[src/rtl/rbm_mem_responder_if.sv]
// Bus bundle for rbm_mem_responder: read/write request channels plus the word-memory port.
// The slave modport is the responder side; master is the requester/memory side.
interface rbm_mem_responder_if #(
  parameter int MEM_AW = 16
);
  logic              rd_request;
  logic [31:0]       rd_index;
  logic [31:0]       rd_length;
  logic              rd_grant;
  logic              rd_valid;
  logic [31:0]       data_in;
  logic              rd_done;

  logic              wr_request;
  logic [31:0]       wr_index;
  logic [31:0]       wr_length;
  logic              wr_grant;
  logic              wr_valid;
  logic [31:0]       data_out;
  logic              wr_done;

  logic [MEM_AW-1:0] mem_addr;
  logic              mem_rd_en;
  logic [31:0]       mem_rdata;
  logic              mem_wr_en;
  logic [31:0]       mem_wdata;
  logic              err;

  modport slave (
    input  rd_request, rd_index, rd_length, wr_request, wr_index, wr_length,
           wr_valid, data_out, mem_rdata,
    output rd_grant, rd_valid, data_in, rd_done, wr_grant, wr_done,
           mem_addr, mem_rd_en, mem_wr_en, mem_wdata, err
  );

  modport master (
    output rd_request, rd_index, rd_length, wr_request, wr_index, wr_length,
           wr_valid, data_out, mem_rdata,
    input  rd_grant, rd_valid, data_in, rd_done, wr_grant, wr_done,
           mem_addr, mem_rd_en, mem_wr_en, mem_wdata, err
  );
endinterface

[src/rtl/rbm_mem_responder.sv]
// Burst read/write responder in front of a 1-cycle-latency word memory.
// Define RBM_RESP_BOUND_CHECK_EN to reject bursts running past the end of memory (err pulse).
module rbm_mem_responder #(
  parameter int MEM_AW = 16
) (
  input logic clk,
  input logic rst,
  rbm_mem_responder_if.slave bus
);

  localparam logic [2:0] IDLE      = 3'd0;
  localparam logic [2:0] RD_GRANT  = 3'd1;
  localparam logic [2:0] RD_STREAM = 3'd2;
  localparam logic [2:0] RD_DRAIN  = 3'd3;
  localparam logic [2:0] WR_GRANT  = 3'd4;
  localparam logic [2:0] WR_STREAM = 3'd5;
  localparam logic [2:0] DONE      = 3'd6;

  logic [2:0]  state;
  logic [31:0] base;
  logic [31:0] len;
  logic [31:0] beat;
  logic        is_read;
  logic        rd_valid_q;
  logic        bound_err;
  logic [31:0] addr_full;
  logic        rd_issue;
  logic        wr_accept;
  logic        unused_addr_hi;

  assign addr_full      = base + beat;
  assign unused_addr_hi = ^(addr_full >> MEM_AW);

  // Read beats issue from the grant cycle onward so data returns back-to-back after grant.
  assign rd_issue  = !bound_err && (((state == RD_GRANT) && (len != 32'd0)) || (state == RD_STREAM));
  assign wr_accept = (state == WR_STREAM) && bus.wr_valid;

  always_ff @(posedge clk) begin
    if (rst) begin
      state      <= IDLE;
      base       <= '0;
      len        <= '0;
      beat       <= '0;
      is_read    <= 1'b0;
      rd_valid_q <= 1'b0;
    end else begin
      rd_valid_q <= rd_issue;
      case (state)
        IDLE: begin
          if (bus.rd_request) begin
            base    <= bus.rd_index;
            len     <= bus.rd_length;
            beat    <= '0;
            is_read <= 1'b1;
            state   <= RD_GRANT;
          end else if (bus.wr_request) begin
            base    <= bus.wr_index;
            len     <= bus.wr_length;
            beat    <= '0;
            is_read <= 1'b0;
            state   <= WR_GRANT;
          end
        end
        RD_GRANT: begin
          if ((len == 32'd0) || bound_err) begin
            state <= DONE;
          end else begin
            beat  <= 32'd1;
            state <= (len == 32'd1) ? RD_DRAIN : RD_STREAM;
          end
        end
        RD_STREAM: begin
          beat <= beat + 32'd1;
          if (beat == len - 32'd1) state <= RD_DRAIN;
        end
        RD_DRAIN: state <= DONE;
        WR_GRANT: state <= ((len == 32'd0) || bound_err) ? DONE : WR_STREAM;
        WR_STREAM: begin
          if (bus.wr_valid) begin
            beat <= beat + 32'd1;
            if (beat == len - 32'd1) state <= DONE;
          end
        end
        DONE:    state <= IDLE;
        default: state <= IDLE;
      endcase
    end
  end

`ifdef RBM_RESP_BOUND_CHECK_EN
  logic [32:0] rd_end;
  logic [32:0] wr_end;
  logic [32:0] mem_words;

  assign rd_end    = {1'b0, bus.rd_index} + {1'b0, bus.rd_length};
  assign wr_end    = {1'b0, bus.wr_index} + {1'b0, bus.wr_length};
  assign mem_words = 33'd1 << MEM_AW;

  // Judged once at acceptance, using the same priority as the request arbitration.
  always_ff @(posedge clk) begin
    if (rst) begin
      bound_err <= 1'b0;
    end else if (state == IDLE) begin
      bound_err <= bus.rd_request ? (rd_end > mem_words)
                                  : (bus.wr_request && (wr_end > mem_words));
    end
  end

  assign bus.err = (state == DONE) && bound_err;
`else
  assign bound_err = 1'b0;
  assign bus.err   = 1'b0;
`endif

  assign bus.rd_grant  = (state == RD_GRANT);
  assign bus.wr_grant  = (state == WR_GRANT);
  assign bus.rd_done   = (state == DONE) && is_read;
  assign bus.wr_done   = (state == DONE) && !is_read;
  assign bus.mem_rd_en = rd_issue;
  assign bus.mem_wr_en = wr_accept;
  assign bus.mem_addr  = (rd_issue || wr_accept) ? addr_full[MEM_AW-1:0] : '0;
  assign bus.mem_wdata = wr_accept ? bus.data_out : '0;
  assign bus.rd_valid  = rd_valid_q;
  assign bus.data_in   = rd_valid_q ? bus.mem_rdata : '0;

endmodule

[src/flat_wrapper.sv]
// flat-port wrapper written by rule: the top's interface ports become plain ports
module rbm_mem_responder_flat 
#(
  parameter int MEM_AW = 16
)
  (clk, rst, bus_rd_request, bus_rd_index, bus_rd_length, bus_wr_request, bus_wr_index, bus_wr_length, bus_wr_valid, bus_data_out, bus_mem_rdata, bus_rd_grant, bus_rd_valid, bus_data_in, bus_rd_done, bus_wr_grant, bus_wr_done, bus_mem_addr, bus_mem_rd_en, bus_mem_wr_en, bus_mem_wdata, bus_err);
  rbm_mem_responder_if #(.MEM_AW(MEM_AW)) bus_i ();
  input logic clk;
  input logic rst;
  input wire logic [$bits(bus_i.rd_request)-1:0] bus_rd_request;
  input wire logic [$bits(bus_i.rd_index)-1:0] bus_rd_index;
  input wire logic [$bits(bus_i.rd_length)-1:0] bus_rd_length;
  input wire logic [$bits(bus_i.wr_request)-1:0] bus_wr_request;
  input wire logic [$bits(bus_i.wr_index)-1:0] bus_wr_index;
  input wire logic [$bits(bus_i.wr_length)-1:0] bus_wr_length;
  input wire logic [$bits(bus_i.wr_valid)-1:0] bus_wr_valid;
  input wire logic [$bits(bus_i.data_out)-1:0] bus_data_out;
  input wire logic [$bits(bus_i.mem_rdata)-1:0] bus_mem_rdata;
  output wire logic [$bits(bus_i.rd_grant)-1:0] bus_rd_grant;
  output wire logic [$bits(bus_i.rd_valid)-1:0] bus_rd_valid;
  output wire logic [$bits(bus_i.data_in)-1:0] bus_data_in;
  output wire logic [$bits(bus_i.rd_done)-1:0] bus_rd_done;
  output wire logic [$bits(bus_i.wr_grant)-1:0] bus_wr_grant;
  output wire logic [$bits(bus_i.wr_done)-1:0] bus_wr_done;
  output wire logic [$bits(bus_i.mem_addr)-1:0] bus_mem_addr;
  output wire logic [$bits(bus_i.mem_rd_en)-1:0] bus_mem_rd_en;
  output wire logic [$bits(bus_i.mem_wr_en)-1:0] bus_mem_wr_en;
  output wire logic [$bits(bus_i.mem_wdata)-1:0] bus_mem_wdata;
  output wire logic [$bits(bus_i.err)-1:0] bus_err;
  assign bus_i.rd_request = bus_rd_request;
  assign bus_i.rd_index = bus_rd_index;
  assign bus_i.rd_length = bus_rd_length;
  assign bus_i.wr_request = bus_wr_request;
  assign bus_i.wr_index = bus_wr_index;
  assign bus_i.wr_length = bus_wr_length;
  assign bus_i.wr_valid = bus_wr_valid;
  assign bus_i.data_out = bus_data_out;
  assign bus_i.mem_rdata = bus_mem_rdata;
  assign bus_rd_grant = bus_i.rd_grant;
  assign bus_rd_valid = bus_i.rd_valid;
  assign bus_data_in = bus_i.data_in;
  assign bus_rd_done = bus_i.rd_done;
  assign bus_wr_grant = bus_i.wr_grant;
  assign bus_wr_done = bus_i.wr_done;
  assign bus_mem_addr = bus_i.mem_addr;
  assign bus_mem_rd_en = bus_i.mem_rd_en;
  assign bus_mem_wr_en = bus_i.mem_wr_en;
  assign bus_mem_wdata = bus_i.mem_wdata;
  assign bus_err = bus_i.err;
  rbm_mem_responder #(.MEM_AW(MEM_AW)) u_core (.clk(clk), .rst(rst), .bus(bus_i));
endmodule
[config.mk]
export PLATFORM = sky130hd
export DESIGN_NAME = rbm_mem_responder_flat
export DESIGN_NICKNAME = d
export VERILOG_FILES = /design/src/rtl/rbm_mem_responder_if.sv /design/src/rtl/rbm_mem_responder.sv /design/src/flat_wrapper.sv
export SDC_FILE = /design/constraint.sdc
export NUM_CORES = 1
export LEC_CHECK = 0
export ABC_AREA = 0
export CAP_MARGIN = 20
export CORE_ASPECT_RATIO = 2
export CORE_MARGIN = 2
export CORE_UTILIZATION = 40
export CTS_BUF_LIST = sky130_fd_sc_hd__clkbuf_2
export DETAILED_ROUTE_END_ITERATION = 10
export GPL_TIMING_DRIVEN = 1
export PLACE_DENSITY_LB_ADDON = 0.05
export REMOVE_ABC_BUFFERS = 1
export SETUP_SLACK_MARGIN = 0.15
export SYNTH_ARGS = -nofsm -noshare
export SYNTH_HDL_FRONTEND = slang
export SYNTH_SLANG_ARGS = --single-unit
[constraint.sdc]
create_clock -name clk -period 9.75 [get_ports clk]
set_input_delay 2.4375 -clock clk [delete_from_list [all_inputs] [get_ports clk]]
set_output_delay 2.4375 -clock clk [all_outputs]
set_load 0.02 [all_outputs]
Word level (Yosys, flattened, before mapping)
Index checks and enable logic that the tools add are counted.
Widths: inputs -> output; s select.
Word-level totals
  bits in registers: 85
  output and inout bits: 88
Cells by class
  reductions and logical operators: 15
  $add $sub $neg: 3
  mux-type cells: 23
  equality and inequality tests: 13
Operators with widths (number)
  $mux 32: 8
  $pmux 32 s4: 1
  $mux 16: 3
  $add 32x1->32 const B: 1
  $eq 32x1->1 const B: 1
  $eq 32x32->1: 1
  $logic_not 32->1: 1
  $reduce_bool 32->1: 1
  $sub 32x1->32 const B: 1
  $mux 3: 6
  $pmux 3 s6: 1
  $add 16x16->16: 1
  $eq 3x3->1 const B: 3
  $ne 2x2->1 const B: 4
  $reduce_and 4->1: 2
  $eq 3x2->1 const B: 2
  $logic_and 1x1->1: 4
  $reduce_bool 4->1: 1
  $eq 3x1->1 const B: 1
  $logic_not 3->1: 1
  $mux 1: 3
  $ne 3x3->1 const B: 1
  $logic_or 1x1->1: 2
  $mux 2: 1
  3 further kinds: 3

Logic depth before layout (Yosys ltp)
  depth after elaboration: 5
  mapped depth: 12
  mapped depth without buffers: 11

Worst setup path before layout
OpenSTA, ideal clock, no wires.
  path kind: input to output
  start point: in bus_wr_valid
  end point: out bus_mem_wdata[22]
  cell stages on the path: 4
  buffers on the path: 2
  required time: 7.312 ns
  arrival time: 3.409 ns
  setup slack: 3.903 ns
  cell sequence: and3_1 clkbuf_1 clkbuf_1 and2_1
On the way
  cells in the longest elaborated chain, start to end: 2
RTL lines
  start: declaration: line flat_wrapper.sv:16  | input wire logic [$bits(bus_i.wr_valid)-1:0] bus_wr_valid;
  $logic_and 1x1->1: line rbm_mem_responder.sv:36  | assign wr_accept = (state == WR_STREAM) && bus.wr_valid;
  named net bus_mem_wr_en: line flat_wrapper.sv:27  | output wire logic [$bits(bus_i.mem_wr_en)-1:0] bus_mem_wr_en;
  $mux 32: line rbm_mem_responder.sv:122  | assign bus.mem_wdata = wr_accept ? bus.data_out : '0;
  end: declaration: line flat_wrapper.sv:28  | output wire logic [$bits(bus_i.mem_wdata)-1:0] bus_mem_wdata;
The timed path passes the listed nets, and every way through them passes these cells.

Worst setup path after layout
  start point: in bus_wr_valid
  end point: out bus_mem_addr[9]
On the way
  cells in the longest elaborated chain, start to end: 3
RTL lines
  $logic_and 1x1->1: line rbm_mem_responder.sv:36
  $logic_or 1x1->1: line rbm_mem_responder.sv:121  | assign bus.mem_addr = (rd_issue || wr_accept) ? addr_full[MEM_AW-1:0] : '0;
  $mux 16: line rbm_mem_responder.sv:121
  end: declaration: line flat_wrapper.sv:25  | output wire logic [$bits(bus_i.mem_addr)-1:0] bus_mem_addr;
No other way between the ends.

==> impl_metrics.csv <==
group,metric,value,unit
critical_path,crit_chain,"clkdlybuf4s50_1 > and3_1 > nor2_1 > buf_4 > nor2_1 > clkdlybuf4s50_1",
detailed_routing,num_vias,6302,
cts,htreeDepth,3,
cts,cts_tree,"yes",
power_and_ir_drop,ir_worst_vdd,0.146,mV
final_layout,utilization,0.589,
floorplanning,core_area,15300,µm²
critical_path,cp.arrival,4740,ps
cts,post-cts-setup-buffer-count,0,
power_and_ir_drop,seq_power_share,0.308,
detailed_routing,ant_nets,0,
final_layout,final_common_cell,"clkdlybuf4s50_1",
synthesis,synth.distinct_cells,66,
floorplanning,ios,285,
sta,rsz0062_at_grt,"no",
grt,grt_pass1_vias,6073,
floorplanning,die_w,92.6,µm
cts,clockBufferDepth,2,
floorplanning,initial_core_util,0.411,
sta,slew-limit-headroom,0.331,
final_layout,area_growth,43.5,%
grt,gr-total-overflow,0,
power_and_ir_drop,leakagePower,3.46,nW
critical_path,cp.required,7310,ps
power_and_ir_drop,pwr-share-clk,0.123,
critical_path,cp-start-kind,"primary input",
job,drv_cap,0,
critical_path,path_class,"primary input to primary output",
sta,setup_tns,0,ps
synthesis,syn_area,6280,µm²
detailed_routing,drt_pass1_iterations,4,
synthesis,synth_enable_flop_cells,0,
cts,path_clk_slew,250,ps
synthesis,yosysSeqAreaShare,0.271,
grt,grt_max_degree,97,
placed_design,place_hpwl,15100,µm
critical_path,cp-end-kind,"primary output",
detailed_routing,dr.first_iter.drc_count,177,
cts,ctsRootBufferMaster,"clkbuf_2",
sta,setup_violations,0,
power_and_ir_drop,p_sw,0.910,mW
placed_design,place_ws,2550,ps
final_layout,layout_common_cells,"clkdlybuf4s50_1, nor2_1, dfxtp_1",
cts,insertion_delay,570,ps
grt,track_usage,0.228,
critical_path,cp.buffers_inverters,3,
synthesis,ys_seq_elements,85,
sta,clock.fmax,139,MHz
grt,grt_pass1_wl,30400,µm
final_layout,nFillCells,1431,
synthesis,async_flop_share,0,
sta,setup_ws,2570,ps
sta,maxSlewViolCount,0,
sta,post-route-min-period,7180,ps
detailed_routing,vias_per_cell,5.28,
final_layout,multiInputGateArea,4300,µm²
critical_path,crit_path_max_incr_delay,740,ps
final_layout,nets,1206,
power_and_ir_drop,p_per_area,219,nW/µm²
sta,finalCritPeriodShare,0.736,
critical_path,cpMaxStageDelayCell,"and3_1",
synthesis,ys_warn_count,0,
power_and_ir_drop,p_sw_frac,0.462,
detailed_routing,wl,19200,µm
final_layout,regArea,1700,µm²
detailed_routing,wire_per_inst,16.1,µm
sta,finalClockSkew,32.5,ps
placed_design,io_buffer_count,251,
cts,cts_inserted_buffers,9,
critical_path,crit_family,"buffers and inverters",
cts,ctsHoldBuffers,0,
placed_design,routabilityCongestion,0.836,
power_and_ir_drop,intPower,1.06,mW
detailed_routing,drc_errors,0,
final_layout,drive_gt1_frac,0.0453,
critical_path,cp_max_fo,35,
power_and_ir_drop,p_comb_frac,0.568,
cts,cts_resized,0,
synthesis,netlist_instances,776,
synthesis,synth-main-ff-cell,"dfxtp_1",
grt,antenna_found_initial,1,
floorplanning,dieArea,16800,µm²
floorplanning,core.rowCount,64,
floorplanning,die_h,181,µm
cts,cts_sinks,85,
sta,worst_pin_slew,1000,ps
synthesis,syn_avg_cell_area,8.09,µm²
min_path,hp-class,"register to register",
sta,finalHoldViolations,0,
status,outcome,"complete, no violations",
==> power by group through the flow <==
| stage | sequential (mW) | combinational, mW | clock, mW |
|---|---|---|---|
| 2_1_floorplan | 0.572 | 0.747 | 0 |
| 3_3_place_gp | 0.616 | 1.11 | 0 |
| 3_5_place_dp | 0.618 | 1.12 | 0 |
| 4_1_cts | 0.609 | 1.13 | 0.248 |
| 5_1_grt | 0.631 | 1.23 | 0.261 |
| 6_report | 0.607 | 1.12 | 0.243 |
==> area by class of cell <==
cell class,instances,area share
Antenna cell,1,0.000278
Clock buffer,10,0.00555
Clock inverter,6,0.0124
Inverter,11,0.00458
Multi-Input combinational cell,624,0.477
Sequential cell,85,0.189
Tap cell,198,0.0275
Timing Repair Buffer,258,0.284
==> sequential cells by signal (all words and copies together), names as in the netlist <==
signal / flops
u_core.base: 16
u_core.beat: 32
u_core.bus.rd_valid: 1
u_core.is_read: 1
u_core.len: 32
u_core.state: 3
==> metal layers <==
metal,global-route usage,vias up,part of all wire
li1,-,3177,-
met1,0.222,2831,0.35
met2,0.447,256,0.54
met3,0.0450,38,0.071
met4,0.0985,0,0.031
met5,0,-,0
==> worst paths after layout <==
kind / startpoint / cells past startpoint / to / slack, ps
max: bus_wr_valid / 6 / bus_mem_addr[9] / 2570
min: u_core.base[3] / 2 / u_core.base[3] / 520
max reg2reg: u_core.len[4] / 9 / u_core.state[1] / 6230
min reg2reg: u_core.base[3] / 2 / u_core.base[3] / 520
==> cell families after synthesis <==
kind of cell,Yosys count,share of synthesized area
AO/OA/AOI/OAI,127,0.142
other,1,0.000597
XOR/XNOR,84,0.117
multiplexers,51,0.0815
adder cells (fa/ha/maj),20,0.0411
buffers and inverters,67,0.0458
AND/OR/NAND/NOR,341,0.301
flip-flops,85,0.271
==> worst reg2reg max path, stage by stage, from the launching register on <==
cell       delay [ps]
dfxtp_1           470
nor4_4            520
nand4_2           510
nor4_4            480
mux2_2            380
o21ai_1           140
o2111ai_1         230
nor4_4            370
nor2_2             70
o41ai_2           260
==> Yosys cell counts, types with 2 or more instances <==
cell type  count  area, µm²
nor2b_1        8       50.1
o211ai_1       2       15.0
o21ai_0       17       85.1
a21o_1         4       30.0
and2_1        67        419
inv_1         11       41.3
nor2_1       119        447
nor4_4         4       85.1
a31oi_1        5       31.3
ha_1          19        238
a211oi_1      54        405
or3_1          4       25.0
nor4_2         5       62.6
nand4_1       17        106
and3_1        12       75.1
a21boi_0       2       15.0
o22ai_1        2       12.5
nand3_1       21        105
a32oi_1        2       17.5
clkbuf_1      38        143
nand2b_1      11       68.8
dfxtp_1       85       1700
nand2_1       20       75.1
nor3b_1        4       30.0
mux2i_1       50        500
xor2_1        47        412
buf_6          3       33.8
o21a_1         3       22.5
and4_1         4       35.0
nand3b_1       2       15.0
a2111oi_0      2       17.5
nor3_1        20        100
xnor2_1       37        324
a21oi_1       18       90.1
o311a_1        3       30.0
buf_1          6       22.5
or2_2          2       12.5
nor4_1        10       62.6
buf_2          7       35.0
or4_1          3       22.5
==> stage by stage <==
| step | power [mW] | cells | area, µm² | hold WS [ps] |
|---|---|---|---|---|
| after floorplan | 1.32 | 720 | 6030 | 477 |
| after global placement | 1.73 | 1176 | 8850 | 493 |
| after detailed placement | 1.74 | 1176 | 8850 | 496 |
| after CTS | 1.98 | 1192 | 9010 | 523 |
| after global routing | 2.12 | 1193 | 9010 | 539 |
| final | 1.97 | 1193 | 9010 | 518 |
Power figures use the tool's default switching activity.
